<file path="src/rtl/service_counter_bank_pkg.sv">
// Shared constants, teller FSM encoding and packed-bus helpers for the
// service counter bank and the dispatcher that feeds it.
package service_counter_bank_pkg;

    // Default widths and counts shared with the dispatcher
    localparam int DEF_DT_SZ    = 4;
    localparam int DEF_CNTER    = 3;
    localparam int DEF_TICK_DIV = 4;
    localparam int DEF_SRV_W    = 8;

    // Teller FSM encoding
    typedef enum logic {
        IDLE  = 1'b0,
        SERVE = 1'b1
    } teller_state_t;

    // Low bit index of slice idx in a packed bus of width-wide fields
    function automatic int slice_lo(input int idx, input int width);
        return idx * width;
    endfunction

endpackage

</file>
<file path="src/rtl/service_counter_bank_teller_unit.sv">
// One service teller: loads {customer, service time}, counts the time down
// in units of TICK_DIV clocks, then pulses done with the served customer.
module teller_unit
    import service_counter_bank_pkg::*;
#(
    parameter int DT_SZ    = DEF_DT_SZ,
    parameter int TICK_DIV = DEF_TICK_DIV
) (
    input  logic             clk,
    input  logic             rst,
    input  logic             ld,
    input  logic [DT_SZ-1:0] dn,
    input  logic [DT_SZ-1:0] dt,
    output logic             busy,
    output logic [DT_SZ-1:0] cur_n,
    output logic [DT_SZ-1:0] remain,
    output logic             done,
    output logic [DT_SZ-1:0] done_n,
    output logic             ld_rejected
);

    // A prescaler of width 1 still works when TICK_DIV is 1 (it never leaves 0)
    localparam int PS_W = (TICK_DIV > 1) ? $clog2(TICK_DIV) : 1;
    localparam logic [PS_W-1:0] PS_LAST = PS_W'(TICK_DIV - 1);

    teller_state_t   state;
    logic [PS_W-1:0] presc;

    // A load that lands while the teller is serving is dropped and flagged
    assign ld_rejected = ld && (state == SERVE);

    // Teller FSM: idle until loaded, then count service units down to zero
    always_ff @(posedge clk or posedge rst) begin
        if (rst) begin
            state  <= IDLE;
            presc  <= '0;
            busy   <= 1'b0;
            cur_n  <= '0;
            remain <= '0;
            done   <= 1'b0;
            done_n <= '0;
        end else begin
            done <= 1'b0;
            case (state)
                IDLE: begin
                    if (ld) begin
                        busy   <= 1'b1;
                        cur_n  <= dn;
                        presc  <= '0;
                        remain <= (dt == '0) ? DT_SZ'(1) : dt;
                        state  <= SERVE;
                    end
                end
                SERVE: begin
                    if (presc == PS_LAST) begin
                        presc <= '0;
                        if (remain > DT_SZ'(1)) begin
                            remain <= remain - DT_SZ'(1);
                        end else begin
                            remain <= '0;
                            busy   <= 1'b0;
                            done   <= 1'b1;
                            done_n <= cur_n;
                            state  <= IDLE;
                        end
                    end else begin
                        presc <= presc + PS_W'(1);
                    end
                end
                default: begin
                    state <= IDLE;
                end
            endcase
        end
    end

endmodule

</file>
<file path="src/rtl/service_counter_bank.sv">
// Bank of CNTER independent tellers plus the shared served-customer counter
// and the sticky overload flag raised when a busy teller is loaded.
module service_counter_bank
    import service_counter_bank_pkg::*;
#(
    parameter int DT_SZ    = DEF_DT_SZ,
    parameter int CNTER    = DEF_CNTER,
    parameter int TICK_DIV = DEF_TICK_DIV,
    parameter int SRV_W    = DEF_SRV_W
) (
    input  logic                   clk,
    input  logic                   rst,
    input  logic [CNTER-1:0]       ld,
    input  logic [CNTER*DT_SZ-1:0] dn,
    input  logic [CNTER*DT_SZ-1:0] dt,
    output logic [CNTER-1:0]       busy,
    output logic [CNTER*DT_SZ-1:0] cur_n,
    output logic [CNTER*DT_SZ-1:0] remain,
    output logic [CNTER-1:0]       done,
    output logic [CNTER*DT_SZ-1:0] done_n,
    output logic [SRV_W-1:0]       served_cnt,
    output logic                   ovr_err
);

    logic [CNTER-1:0] ld_rejected;
    logic [SRV_W-1:0] done_count;

    for (genvar i = 0; i < CNTER; i++) begin : g_teller
        teller_unit #(
            .DT_SZ   (DT_SZ),
            .TICK_DIV(TICK_DIV)
        ) u_teller (
            .clk        (clk),
            .rst        (rst),
            .ld         (ld[i]),
            .dn         (dn[slice_lo(i, DT_SZ) +: DT_SZ]),
            .dt         (dt[slice_lo(i, DT_SZ) +: DT_SZ]),
            .busy       (busy[i]),
            .cur_n      (cur_n[slice_lo(i, DT_SZ) +: DT_SZ]),
            .remain     (remain[slice_lo(i, DT_SZ) +: DT_SZ]),
            .done       (done[i]),
            .done_n     (done_n[slice_lo(i, DT_SZ) +: DT_SZ]),
            .ld_rejected(ld_rejected[i])
        );
    end

    // Number of tellers finishing this cycle
    always_comb begin
        done_count = '0;
        for (int i = 0; i < CNTER; i++) begin
            done_count = done_count + SRV_W'(done[i]);
        end
    end

    // Running total of completed customers, wrapping at 2^SRV_W
    always_ff @(posedge clk or posedge rst) begin
        if (rst) begin
            served_cnt <= '0;
        end else begin
            served_cnt <= served_cnt + done_count;
        end
    end

    // Overload flag stays set from the first rejected load until reset
    always_ff @(posedge clk or posedge rst) begin
        if (rst) begin
            ovr_err <= 1'b0;
        end else if (|ld_rejected) begin
            ovr_err <= 1'b1;
        end
    end

endmodule

</file>
<file path="config.mk">
export PLATFORM = sky130hd
export DESIGN_NAME = service_counter_bank
export DESIGN_NICKNAME = d
export VERILOG_FILES = /design/src/rtl/service_counter_bank_pkg.sv /design/src/rtl/service_counter_bank_teller_unit.sv /design/src/rtl/service_counter_bank.sv
export SDC_FILE = /design/constraint.sdc
export NUM_CORES = 1
export LEC_CHECK = 0
export CAP_MARGIN = 30
export CORE_MARGIN = 3
export CORE_UTILIZATION = 25
export DETAILED_ROUTE_END_ITERATION = 16
export PLACE_DENSITY = 0.53
export SKIP_CTS_REPAIR_TIMING = 1
export SLEW_MARGIN = 30
export SYNTH_ARGS = -nofsm -noshare
export SYNTH_HDL_FRONTEND = slang
export SYNTH_HIERARCHICAL = 1
export SYNTH_SLANG_ARGS = --single-unit
</file>
<file path="constraint.sdc">
create_clock -name clk -period 1.8 [get_ports clk]
set_input_delay 0.36 -clock clk [delete_from_list [all_inputs] [get_ports clk]]
set_output_delay 0.36 -clock clk [all_outputs]
set_load 0.01 [all_outputs]
</file>
==> flow_metrics.env <==
export IMPL_peakVddDrop_v=0.0006164
export IMPL_routedWlPerCell_um=13.79
export IMPL_drt_initial_drc_count=87
export IMPL_tns_ns=-0.2033
export IMPL_port_buffers=79
export IMPL_ys_ff_latch=60
export IMPL_cp_data_arrival_time_ns=2.14
export IMPL_die_h_um=113.1
export IMPL_track_usage_pct=11.21
export IMPL_leakage_nw=1.850
export IMPL_path_cells="fa_1, ha_2, inv_2, fa_2, nor3_2, xor2_1"
export IMPL_path_class="register to register"
export IMPL_synth_area_leader_cell="dfrtp_1"
export IMPL_synth_edf_count=0
export IMPL_min_period_ns=1.899
export IMPL_antenna_cells=0
export IMPL_num_rows=38
export IMPL_synth_distinct_cells=33
export IMPL_grt_max_degree=18
export IMPL_status="complete, but fails checks"
export IMPL_dp_hpwl_mm=4.980
export IMPL_drc=0
export IMPL_vias=2206
export IMPL_yosysWarnings=6
export IMPL_antenna_found_initial=0
export IMPL_ys_top_cells_by_area="dfrtp_1 52%, mux2_2 11%, ha_1 4.8%"
export IMPL_netlist_instances=244
export IMPL_clkSinkCount=60
export IMPL_cts_tree="built"
export IMPL_core_area_um2=11030
export IMPL_cts_root_buf="clkbuf_16"
export IMPL_end_kind="register"
export IMPL_gr_total_overflow=0
export IMPL_layout_common_cells="79 x clkdlybuf4s50_1, 54 x dfrtp_1, 27 x mux2_2, 20 x buf_4, 16 x inv_1"
export IMPL_ant_nets=0
export IMPL_synth_top_cell_area_share_pct=52.33
export IMPL_areaGrowthSynthToFinish_pct=48.36
export IMPL_drtPass1Iterations=4
export IMPL_path_max_fanout=3
export IMPL_crit_slowest_cell="fa_1"
export IMPL_htreeDepth=3
export IMPL_clock_path_buffers=2
export IMPL_finalHoldViolCount=0
export IMPL_final_common_cell="clkdlybuf4s50_1"
export IMPL_routed_wl_mm=6.770
export IMPL_tightest_slew_ns=0.3981
export IMPL_clkTransAtPathRegs_ns=0.05
export IMPL_powerDensity_nw_per_um2=1486
export IMPL_grt_pass1_wl_mm=11.53
export IMPL_rsz0062_at_grt="true"
export IMPL_worst_slack_ns=-0.09899
export IMPL_insertion_delay_ns=0.32
export IMPL_gp_congestion=0.7865
export IMPL_dieArea_um2=12800
export IMPL_synth_nets=286
export IMPL_setup_violations=4
export IMPL_min_period_over_period_pct=105.5
export IMPL_syn_area_um2=2869
export IMPL_first_global_vias=2277
export IMPL_hold_ws_ns=0.3676
export IMPL_start_util_pct=26.01
export IMPL_violations="negative setup slack"
export IMPL_maxCapViolations=0
export IMPL_drive_above_1_share_pct=23.08
export IMPL_die_x_um=113.1
export IMPL_relSlewSlack_pct=73.36
export IMPL_min_path_type="input pin to async pin"
export IMPL_syn_area_per_cell_um2=11.76
export IMPL_ios=80
export IMPL_startpoint_type="register"
export IMPL_cp_required_ns=2.04
export IMPL_async_flop_share_pct=100.0
export IMPL_fin_nets=389
export IMPL_p_total_mw=6.324
export IMPL_skew_ns=0.005706
export IMPL_maxSlewViolCount=0
export IMPL_synth_top_flop_cell="dfrtp_1"
export IMPL_fmax_ghz=0.5266
export IMPL_vias_per_cell=4.493
export IMPL_max_stage_delay_ns=0.55
export IMPL_cts_buffers=9
export IMPL_ys_seq_area_share_pct=52.33
==> per-layer routing <==
layer	GRT usage (%)	share of wire, %	up-vias
met1	14.79	48	1061
met2	17.30	45	69
met5	0	0	-
met3	4.011	6.4	8
li1	-	-	1068
met4	3.365	1.3	0
==> metrics by stage <==
stage                     instance area, um^2  setup WS [ns]  util [%]  std cells
final                                    4257       -0.09899     38.59        491
after global routing                     4257        -0.1670     38.59        491
after CTS                                4244        -0.1228     38.48        491
after detailed placement                 3986        -0.1150     36.14        476
after global placement                   3986       -0.05798     36.14        476
after floorplan                          2872       -0.04862         -        244
==> final cells by class <==
cell class,count,area [um^2]
Fill cell,1106,6774
Sequential cell,60,1509
Multi-Input combinational cell,158,1270
Timing Repair Buffer,101,980.9
Clock buffer,9,225.2
Tap cell,140,175.2
Inverter,17,63.81
Clock inverter,6,32.53
==> cell usage after synthesis, types with 2 or more instances <==
| master | count |
|---|---|
| mux2_2 | 27 |
| ha_1 | 11 |
| xor2_1 | 2 |
| o311ai_0 | 9 |
| nand2_1 | 13 |
| nor3_1 | 6 |
| nor3_4 | 3 |
| nand2b_1 | 6 |
| fa_1 | 2 |
| nand4b_1 | 3 |
| inv_1 | 17 |
| o21ai_0 | 12 |
| a22oi_1 | 3 |
| and4b_2 | 3 |
| nand3b_1 | 3 |
| nor2b_1 | 6 |
| mux2i_1 | 6 |
| dfrtp_1 | 60 |
| a31oi_1 | 3 |
| nand3_1 | 3 |
| nor4b_1 | 3 |
| a211oi_1 | 3 |
| a21boi_0 | 3 |
| buf_2 | 6 |
| xnor2_1 | 4 |
| clkbuf_1 | 3 |
| and2_1 | 3 |
| nor2_1 | 16 |
==> sequential cells by signal, indices dropped and copies added, names as in the netlist <==
signal,flops
g_teller.u_teller/state,3
served_cnt,8
g_teller.u_teller/presc,6
g_teller.u_teller/busy,3
g_teller.u_teller/cur_n,12
g_teller.u_teller/done_n,12
g_teller.u_teller/done,3
ovr_err,1
g_teller.u_teller/remain,12
==> worst max-delay path: cells and delay by family, from the launching register on <==
kind          cells  cell delay (ns)
buf+inv           1             0.04
flops             1             0.40
simple gates      1             0.13
fa+ha+maj         3             1.11
xor+xnor          1             0.15
==> report_power, final <==
part           internal [mW]  switching (mW)  leakage [nW]
registers               1.84           0.437         0.731
logic                   1.47            1.08         0.989
clock network          0.908           0.589         0.131
total                   4.22            2.10          1.85
==> logic make-up after synthesis <==
kind of cell    share of synthesized area (%)
fa+ha+maj                               6.193
simple gates                            15.18
compound gates                          8.112
flops                                   52.33
buf+inv                                 3.663
mux                                     12.69
xor+xnor                                1.832
==> worst paths after layout <==
kind / from / endpoint / slack, ns / cells after the start
setup / recovery: g_teller[0].u_teller/done$_DFF_PP0_ / served_cnt[6]$_DFF_PP0_ / -0.1 / 6
min in group clk: served_cnt[7]$_DFF_PP0_ / served_cnt[7]$_DFF_PP0_ / 0.47 / 1
hold reg to reg: served_cnt[7]$_DFF_PP0_ / served_cnt[7]$_DFF_PP0_ / 0.47 / 1
setup reg to reg: g_teller[0].u_teller/done$_DFF_PP0_ / served_cnt[6]$_DFF_PP0_ / -0.1 / 6
hold / removal: rst / g_teller[1].u_teller/state$_DFF_PP0_ / 0.37 / 2
max in group asynchronous: rst / g_teller[1].u_teller/remain[3]$_DFFE_PP0P_ / 1.00 / 3
Note: power is estimated with default switching activity, not from simulation.
